File: src/rtl/ram_burst_controller.sv
// ram_burst_controller: burst read/write initiator for a 1-cycle-latency synchronous RAM with a 2-entry read skid FIFO
module ram_burst_controller #(
    parameter int DATA_W = 20,
    parameter int ADDR_W = 10
) (
    input  logic              clk,
    input  logic              rst_n,
    input  logic              cmd_valid,
    output logic              cmd_ready,
    input  logic              cmd_write,
    input  logic [ADDR_W-1:0] cmd_addr,
    input  logic [ADDR_W-1:0] cmd_len,
    input  logic              wr_valid,
    output logic              wr_ready,
    input  logic [DATA_W-1:0] wr_data,
    output logic              rd_valid,
    input  logic              rd_ready,
    output logic [DATA_W-1:0] rd_data,
    output logic              busy,
    output logic              done,
    output logic [ADDR_W-1:0] ram_addr,
    output logic [DATA_W-1:0] ram_data,
    output logic              ram_we,
    input  logic [DATA_W-1:0] ram_q
);
    typedef enum logic [1:0] {IDLE, WRITE, READ} state_t;
    state_t            state;
    logic [ADDR_W-1:0] base, len;
    logic [ADDR_W:0]   idx;
    logic              inflight, wp, rp, pop, issue, all_issued;
    logic [DATA_W-1:0] fifo [2];
    logic [1:0]        count;
    assign all_issued = idx > {1'b0, len};
    assign pop        = rd_valid & rd_ready;
    // issue only if the word can still find a FIFO slot once it lands
    assign issue      = state == READ && !all_issued &&
                        ({1'b0, count} + {2'b0, inflight} - {2'b0, pop}) < 3'd2;
    assign cmd_ready  = state == IDLE && rst_n;
    assign wr_ready   = state == WRITE;
    assign busy       = state != IDLE;
    assign rd_valid   = count != 2'd0;
    assign rd_data    = fifo[rp];
    assign ram_addr   = state == IDLE ? '0 : base + idx[ADDR_W-1:0];
    assign ram_data   = wr_data;
    assign ram_we     = state == WRITE && wr_valid;
    always_ff @(posedge clk or negedge rst_n) begin
        if (!rst_n) begin
            state    <= IDLE;
            base     <= '0;
            len      <= '0;
            idx      <= '0;
            inflight <= 1'b0;
            fifo[0]  <= '0;
            fifo[1]  <= '0;
            wp       <= 1'b0;
            rp       <= 1'b0;
            count    <= 2'd0;
            done     <= 1'b0;
        end else begin
            done     <= 1'b0;
            inflight <= issue;
            if (inflight) begin
                fifo[wp] <= ram_q;
                wp       <= ~wp;
            end
            if (pop) rp <= ~rp;
            count <= count + {1'b0, inflight} - {1'b0, pop};
            if (issue) idx <= idx + 1'b1;
            case (state)
                IDLE: if (cmd_valid) begin
                    base  <= cmd_addr;
                    len   <= cmd_len;
                    idx   <= '0;
                    state <= cmd_write ? WRITE : READ;
                end
                WRITE: if (wr_valid) begin
                    idx <= idx + 1'b1;
                    if (idx[ADDR_W-1:0] == len) begin
                        state <= IDLE;
                        done  <= 1'b1;
                    end
                end
                READ: if (all_issued && !inflight && count == 2'd1 && pop) begin
                    state <= IDLE;
                    done  <= 1'b1;
                end
                default: state <= IDLE;
            endcase
        end
    end
endmodule

File: config.mk
export PLATFORM = sky130hd
export DESIGN_NAME = ram_burst_controller
export DESIGN_NICKNAME = d
export VERILOG_FILES = /design/src/rtl/ram_burst_controller.sv
export SDC_FILE = /design/constraint.sdc
export NUM_CORES = 1
export LEC_CHECK = 0
export CORE_MARGIN = 2
export CORE_UTILIZATION = 50
export CTS_CLUSTER_SIZE = 10
export DETAILED_ROUTE_END_ITERATION = 12
export DONT_BUFFER_PORTS = 1
export PLACE_DENSITY = 0.62
export SYNTH_ARGS = -nofsm -noshare
export SYNTH_HDL_FRONTEND = slang
export SYNTH_SLANG_ARGS = --single-unit
export TNS_END_PERCENT = 10
File: constraint.sdc
create_clock -name clk -period 3.3 [get_ports clk]
set_input_delay 0.495 -clock clk [delete_from_list [all_inputs] [get_ports clk]]
set_output_delay 0.495 -clock clk [all_outputs]
set_load 0.05 [all_outputs]
**Yosys cells after proc, flatten, opt, wreduce, memory -nomap -nowiden**

Cells that the tools add are included.

- Bits in read-only memories: 0
- Bits in writable memories: 0
- Memories: 0
- Output and inout bits: 56
- Latch bits: 0
- Input bits: 66
- Register bits: 79

- Div/mod/pow operators: 0
- Muxes and demuxes: 21
- Order comparisons: 5
- Reduce and logical (&&, ||, !) cells: 15
- Add/subtract/negate cells: 6
- Shift operators: 0
- Bitwise gates (word level): 5
- Equality and inequality tests: 8
- $mul: 0

Operators with widths:

| kind | count |
|---|---|
| 20-bit two-way mux | 4 |
| 40-bit bitwise mux | 1 |
| 11-bit two-way mux | 3 |
| 11-bit case mux with 2 select lines | 1 |
| 20-bit demux with 1-bit select | 1 |
| 11-bit by 1-bit adder with 11-bit output, second input constant | 1 |
| 11-bit by 10-bit > comparator with 1-bit output | 1 |
| 10-bit adder | 1 |
| 10-bit == test | 1 |
| 10-bit two-way mux | 1 |
| 2-bit two-way mux | 5 |
| 1-bit logical AND | 8 |
| 2-bit case mux with 3 select lines | 1 |
| 2-bit by 1-bit == test with 1-bit output, second input constant | 2 |
| 2-bit greater-or-equal comparator, second input constant | 2 |
| 2-bit by 1-bit != test with 1-bit output, second input constant | 2 |
| 2-bit != test, second input constant | 2 |
| 1-bit NOT with 2-bit output | 2 |
| 4-bit AND reduction | 1 |
| 2-bit nonzero test | 2 |
| 2-bit by 1-bit adder with 3-bit output | 1 |
| 3-bit by 2-bit < comparator with 1-bit output, second input constant | 1 |
| 1-bit two-way mux | 3 |
| 3-bit by 1-bit subtractor with 3-bit output | 1 |
| other kinds (10) | 12 |

**Depth between registers and ports, before layout**

Gate-level depths: netlist of the first run.

- Word-level depth: 8
- Depth in mapped cells: 12
- Mapped depth without buffers: 12

**Worst setup path before layout of the first run**

OpenSTA, ideal clock, no wires.

- Path kind: register to register
- Start: register count[1]
- End: register idx[10]
- Arrival time: 2996 ps
- Setup time: 80 ps
- Slack: 224 ps
- Data required time: 3220 ps
- Period minus slack after synthesis: 3076 ps
- Cell stages (with the launch flop): 13
- Path through: dfrtp_1 -> or2_2 -> and2_1 -> ha_1 -> inv_1 -> ha_1 -> inv_1 -> fa_1 -> inv_1 -> nor3_2 -> a31oi_4 -> or3_1 -> a21oi_1

- Longest elaborated chain between the ends: 8
- Elaborated cells between the ends (all ways): 10

RTL lines:

| element | line | RTL |
|---|---|---|
| start, declared | 32 | `logic [1:0] count;` |
| start signal, assigned | 67 | `count <= count + {1'b0, inflight} - {1'b0, pop};` |
| 2-bit nonzero test * | 41 | `assign rd_valid = count != 2'd0;` |
| via rd_valid | 16 | `output logic rd_valid,` |
| 1-bit AND * | 34 | `assign pop = rd_valid & rd_ready;` |
| via pop | 30 | `logic inflight, wp, rp, pop, issue, all_issued;` |
| 3-bit by 1-bit subtractor with 3-bit output * | 37 | `({1'b0, count} + {2'b0, inflight} - {2'b0, pop}) < 3'd2;` |
| 3-bit by 2-bit < comparator with 1-bit output * | 37 |  |
| 1-bit logical AND * | 36 | `assign issue = state == READ && !all_issued &&` |
| 11-bit two-way mux * | 68 | `if (issue) idx <= idx + 1'b1;` |
| 11-bit two-way mux, on equally long branches | 76, 70 |  |
| 11-bit case mux with 2 select lines * | 69 | `case (state)` |
| end signal, assigned | 68 |  |
| end signal, assigned | 77 | `idx <= idx + 1'b1;` |
| end, declared | 29 | `logic [ADDR_W:0] idx;` |

The timed path passes the listed nets; every way through them passes the cells marked *.
A chain may end at the register's enable or synchronous reset.

**Final worst setup path of the first run**

- Start: register idx[0]
- End: output port ram_addr[8]

- Longest elaborated chain between the ends: 2

RTL lines:

| element | line | RTL |
|---|---|---|
| 10-bit adder | 43 | `assign ram_addr = state == IDLE ? '0 : base + idx[ADDR_W-1:0];` |
| 10-bit two-way mux | 43 |  |
| end, declared | 21 | `output logic [ADDR_W-1:0] ram_addr,` |

Every way passes these cells.

==> impl_metrics.csv, run 1 <==
group,metric,value,unit
sta,setup_viol,0,
worst_hold_path,worstHoldPathType,"input port to async pin",
routing,dr.first_iter.drc_count,33,
logic_synthesis,synth-adder-area-share,0.08071,
sta,hold_viol,0,
floorplan,start_util,0.5087,
global_route,grt_usage,0.1832,
placed_design,dp_cells,467,
clock_network,cts_tree,"yes",
critical_path,r2r_slack,230,ps
finish,fin_cells,484,
placed_design,routabilityCongestion,0.8231,
finish,n_antenna_cell,0,
clock_network,clock_latency,340,ps
power_and_ir_drop,p_switching,2.436,mW
finish,stdcell_area,4715,sq um
global_route,grt_antenna_before_repair,0,
routing,ant_nets,0,
sta,fin_crit_sh,0.9382,
logic_synthesis,synthDistinctLibCells,45,
routing,vias,2724,
logic_synthesis,synth-compound-area-share,0.08643,
clock_network,cts.sinks,79,
outcome,status,"completed",
sta,period_minus_slack,3096,ps
floorplan,die_area,9507,sq um
critical_path,worstSetupPathType,"flip-flop to output pin",
logic_synthesis,synth-edff-count,0,
sta,rsz0062_at_grt,"false",
routing,dr.pass1.iters,4,
logic_synthesis,muxShareOfSynthArea,0.2132,
clock_network,cts.reportedPaths.clkPinSlew,90,ps
placed_design,io_buffers,0,
routing,routedWlPerCell,17.38,um
placed_design,dpl_cell_area,4449,sq um
critical_path,crit_path_end_kind,"output pin",
floorplan,rows,34,
routing,viasPerCell,5.628,
critical_path,arrival,2600,ps
sta,slew_viol_final,0,
power_and_ir_drop,power.share.clock,0.153,
clock_network,htreeDepth,3,
clock_network,cts_max_path_buffers,2,
job,drv_cap,0,
logic_synthesis,synth_top_family_by_area,"multiplexers",
logic_synthesis,yosys.area_share.simple,0.08071,
logic_synthesis,ys.flop_type,"dfrtp_1",
finish,post-route-util,0.5486,
floorplan,die_w,97.51,um
finish,num-fill-cells,747,
global_route,grt_max_degree,80,
logic_synthesis,seq_area_frac_synth,0.4522,
logic_synthesis,synth_xor_area_frac,0.02404,
sta,tns,0,ps
power_and_ir_drop,irDropWorstVdd,0.0004787,V
floorplan,coreArea,8593,sq um
global_route,overflow,0,
power_and_ir_drop,powerDensity,1113,nW/um^2
logic_synthesis,avgSynthCellArea,11.75,sq um
placed_design,dp_hpwl,6005,um
power_and_ir_drop,combPwrFrac,0.532,
finish,post_route_cells_drive_above_1_share,0.3457,
routing,route.detailed.drc,0,
clock_network,root_buffer,"clkbuf_8",
power_and_ir_drop,p_int,2.810,mW
critical_path,cp_max_fo,5,
critical_path,cp_data_required_time,2800,ps
logic_synthesis,synth_warnings,0,
sta,skew,7.709,ps
power_and_ir_drop,p_sw_frac,0.4644,
routing,postRouteWirelength,8412,um
logic_synthesis,synthesis.area,4372,sq um
power_and_ir_drop,power_frac_seq,0.316,
logic_synthesis,ys_seq_elements,79,
sta,fmax,323.0,MHz
sta,relSlewSlack,0.3965,
global_route,first_global_vias,2849,
logic_synthesis,synthCells,372,
logic_synthesis,syn_nets,465,
global_route,grt_pass1_wl,13950,um
finish,layout.nets,464,
floorplan,die_h,97.51,um
logic_synthesis,ys_async_sr_fraction,1.000,
finish,area_growth,7.842,%
power_and_ir_drop,leakagePower,2.158,nW
clock_network,cts_setup_buffers,0,
sta,worst_pin_slew,903.1,ps
clock_network,numCtsBuffers,9,
floorplan,ios,122,
critical_path,critical_path.startpoint_type,"flip-flop",
[flip-flops by register name, summed over array words and instances (netlist names)]
signal / flops
len: 10
fifo: 40
inflight: 1
wp: 1
done: 1
count: 2
state: 2
idx: 11
base: 10
rp: 1
[synthesized netlist by cell type, drive strengths merged, types with 4 or more instances]
library cell   n  area [sq um]
a21o           5         37.54
a21oi         15         86.34
and3           6         38.79
buf           22         157.6
clkbuf         8         30.03
dfrtp         79          1977
ha            25         312.8
inv           23         86.33
mux2          81         912.1
nand2          8         30.03
nand3         10         55.05
nor2          13         48.80
nor2b          4         25.02
o21ai         17         85.08
or3            9         56.30
xnor2          4         35.03
xor2           8         70.07
[area by class of cell]
type | count | area [sq um] | area share
timing repair buffer | 18 | 155.1 | 0.03291
sequential | 79 | 1977 | 0.4193
multi-input combinational | 240 | 2141 | 0.4541
clock buffer | 10 | 127.6 | 0.02707
tap | 108 | 135.1 | 0.02866
clock inverter | 6 | 92.59 | 0.01964
inverter | 23 | 86.33 | 0.01831
[path summary, 6_finish.rpt]
path / from / endpoint / depth (start not counted)
worst max register to register: count[1] / idx[3] / 12
worst min register to register: fifo[19] / fifo[19] / 1
worst max-delay path: idx[0] / ram_addr[8] / 9
max in group asynchronous: rst_n / len[6] / 1
min in group clk: ram_q[6] / fifo[6] / 1
worst min-delay path: rst_n / fifo[0] / 1
[power groups by stage]
| stage | Combinational, mW | Clock [mW] | Sequential (mW) |
|---|---|---|---|
| floorplan | 2.46 | 0 | 1.57 |
| global placement | 2.73 | 0 | 1.66 |
| detailed placement | 2.76 | 0 | 1.69 |
| CTS | 2.80 | 0.825 | 1.66 |
| global route | 2.99 | 0.856 | 1.72 |
| finish | 2.79 | 0.801 | 1.66 |
[kinds of logic (layout without fill, tap and decap cells)]
family,after synthesis,count (layout)
compound gates,54,54
buf+inv,53,57
flops,79,79
simple gates,64,64
fa+ha+maj,27,27
xor+xnor,12,12
mux,83,83
[worst max-delay path, cell delays in order (launching register included)]
cell	delay [ps]
dfrtp_1	450
ha_1	240
fa_1	410
a21o_1	180
a21oi_2	180
o21ai_1	140
o41ai_2	250
xor2_1	180
nor2_1	50
buf_4	190
[cell usage in the layout, fill, tap and decap left out, drive strengths merged, types with 8 or more instances in the layout]
cell type	Yosys	layout
mux2	81	81
dfrtp	79	79
ha	25	25
inv	23	24
buf	22	18
o21ai	17	17
a21oi	15	15
nor2	13	13
nand3	10	10
clkbuf	8	10
or3	9	9
nand2	8	8
xor2	8	8
[what timing repair did]
item	in CTS	in global routing
endpoints found under the hold margin	79	0
hold buffers	1	0
endpoints found under the setup margin	0	2
resized for setup	0	4
[through the flow]
stage | hold slack (ps) | power [mW] | setup slack, ps
after floorplan | 199.4 | 4.026 | 224.2
after global placement | 201.0 | 4.387 | 283.7
after detailed placement | 201.0 | 4.451 | 222.3
after CTS | 41.60 | 5.291 | 27.60
after global routing | 51.94 | 5.566 | 25.88
final | 44.39 | 5.245 | 203.8
[layer usage]
metal | vias up | track usage | part of all wire
met2 | 67 | 0.3130 | 0.50
met5 | - | 0 | 0
met3 | 9 | 0.04029 | 0.054
li1 | 1285 | - | -
met1 | 1363 | 0.2303 | 0.43
met4 | 0 | 0.06197 | 0.012
(Power assumes the default switching activity.)
==> run 2: changes to the inputs <==
--- a/config.mk
+++ b/config.mk
@@ -6,11 +6,11 @@
 export NUM_CORES = 1
 export LEC_CHECK = 0
 export CORE_MARGIN = 2
-export CORE_UTILIZATION = 50
+export CORE_UTILIZATION = 49
 export CTS_CLUSTER_SIZE = 10
 export DETAILED_ROUTE_END_ITERATION = 12
-export DONT_BUFFER_PORTS = 1
-export PLACE_DENSITY = 0.62
+export PLACE_DENSITY = 0.78
+export SLEW_MARGIN = 20
 export SYNTH_ARGS = -nofsm -noshare
 export SYNTH_HDL_FRONTEND = slang
 export SYNTH_SLANG_ARGS = --single-unit
==> impl_metrics.csv, run 2 (synthesis results as in run 1) <==
group,metric,value,unit
outcome,status,"completed",
clock_network,cts_max_path_buffers,2,
clock_network,cts_resized,1,
sta,rsz0062_at_grt,"false",
sta,skew,11.42,ps
floorplan,die_w,98.46,um
clock_network,numCtsBuffers,9,
routing,viasPerCell,5.443,
clock_network,cts_setup_buffers,0,
clock_network,root_buffer,"clkbuf_8",
critical_path,cp_max_fo,5,
routing,dr.pass1.iters,4,
finish,area_growth,22.87,%
routing,postRouteWirelength,9024,um
sta,worst_pin_slew,885.4,ps
clock_network,cts.reportedPaths.clkPinSlew,90,ps
critical_path,worstSetupPathType,"flip-flop to output pin",
global_route,grt_pass1_wl,15210,um
floorplan,coreArea,8678,sq um
floorplan,ios,122,
sta,period_minus_slack,3129,ps
floorplan,die_h,98.46,um
floorplan,start_util,0.5037,
power_and_ir_drop,power_frac_seq,0.294,
power_and_ir_drop,powerDensity,1027,nW/um^2
critical_path,slowest_stage,"dfrtp_1",
routing,routedWlPerCell,16.32,um
critical_path,cpPeakStageDelay,440,ps
finish,layout.nets,533,
finish,final_common_cell,"mux2_2",
sta,final.setup.worst_slack,170.6,ps
critical_path,cp_num_buf_inv,1,
clock_network,cts_tree,"yes",
routing,vias,3010,
floorplan,rows,34,
finish,post_route_cells_drive_above_1_share,0.2809,
clock_network,htreeDepth,3,
clock_network,cts_hold_buf,0,
clock_network,clock_latency,340,ps
finish,most-common-layout-cells,"mux2_2 (81), dfrtp_1 (79), clkdlybuf4s50_1 (74), ha_1 (25), inv_1 (23)",
critical_path,ff2ff_path_depth,12,
routing,ant_nets,0,
placed_design,dp_cells,537,
finish,top_register,"fifo",
critical_path,cpLargestDelayFamily,"compound AO/OA/AOI/OAI gates",
placed_design,dp_hpwl,6693,um
placed_design,place_ws,11.83,ps
power_and_ir_drop,irDropWorstVdd,0.0005435,V
sta,fmax,319.6,MHz
routing,route.detailed.drc,0,
sta,tns,0,ps
sta,setup_viol,0,
finish,largest_register_ffs,40,
placed_design,io_buffers,81,
critical_path,arrival,2630,ps
critical_path,crit_path_end_kind,"output pin",
power_and_ir_drop,p_switching,2.487,mW
finish,largestRegisters,"fifo: 40 flops, idx: 11 flops",
routing,dr.first_iter.drc_count,55,
critical_path,r2r_slack,200,ps
critical_path,critical_path.startpoint_type,"flip-flop",
worst_hold_path,worstHoldPathType,"input port to async pin",
floorplan,die_area,9693,sq um
finish,fin_cells,553,
critical_path,rr_startpoint,"count[1]",
sta,slew_viol_final,0,
clock_network,cts.sinks,79,
global_route,first_global_vias,3242,
power_and_ir_drop,combPwrFrac,0.590,
power_and_ir_drop,leakagePower,2.396,nW
power_and_ir_drop,power.share.clock,0.115,
global_route,grt_antenna_before_repair,0,
power_and_ir_drop,p_sw_frac,0.4507,
sta,hold_viol,0,
power_and_ir_drop,p_int,3.031,mW
critical_path,crit_chain,"ha_1 > fa_1 > a21o_1 > a21oi_2 > o21ai_1 > o41ai_2 > xor2_1 > nor2_2 > buf_12",
global_route,grt_usage,0.1948,
global_route,overflow,0,
placed_design,routabilityCongestion,0.8610,
job,drv_cap,0,
sta,fin_crit_sh,0.9483,
critical_path,rr_endpoint,"idx[3]",
critical_path,cp_data_required_time,2800,ps
sta,relSlewSlack,0.4083,
global_route,grt_max_degree,80,
finish,n_antenna_cell,0,
run 2: worst max-delay path by stage:
stage,startpoint,to,slack (ps),cells past startpoint
2_1_floorplan,count[1],idx[10],220,12
3_3_place_gp,rd_ready,idx[6],130,12
3_5_place_dp,rd_ready,idx[3],10,12
4_1_cts,idx[0],ram_addr[8],-20,9
5_1_grt,idx[0],ram_addr[8],10,9
6_report,idx[0],ram_addr[8],170,9
run 2: power groups by stage:
stage          combinational [mW]  clock, mW  sequential [mW]
5_1_grt                      3.47      0.702             1.68
4_1_cts                      3.26      0.663             1.63
6_report                     3.26      0.637             1.62
3_3_place_gp                 3.19          0             1.61
2_1_floorplan                2.46          0             1.57
3_5_place_dp                 3.25          0             1.65
run 2: worst reg2reg max path, cell delays in order, from the launching register on:
cell and delay (ps):
dfrtp_1 440, or2_2 340, and2_1 200, ha_1 310, inv_1 60, ha_1 130
inv_1 50, fa_1 480, inv_1 80, nor3_4 270, a31oi_4 180, or3_1 370
a21oi_1 140
run 2: final cells by class:
class | count | area, sq um
multi-input cells | 240 | 2143
well taps | 108 | 135.1
inverters | 23 | 86.33
fillers | 709 | 3307
repair buffers | 87 | 855.8
clock inverters | 6 | 46.29
flip-flops and latches | 79 | 1977
clock buffers | 10 | 127.6
run 2: per-stage QoR:
step,power (mW),util,hold WS (ps),instance area (sq um)
global placement,4.802,0.5963,480.7,5175
detailed placement,4.902,0.5963,491.0,5175
floorplan,4.026,-,199.4,4372
global route,5.859,0.6189,345.6,5371
CTS,5.555,0.6162,440.7,5348
finish,5.517,0.6189,290.4,5371
run 2: layer usage:
| metal | global-route usage | wire [um] | vias to the layer above |
|---|---|---|---|
| li1 | - | - | 1424 |
| met3 | 0.03830 | 423 | 10 |
| met2 | 0.3464 | 4764 | 98 |
| met4 | 0.06428 | 119 | 0 |
| met1 | 0.2380 | 3717 | 1478 |
| met5 | 0 | 0 | - |
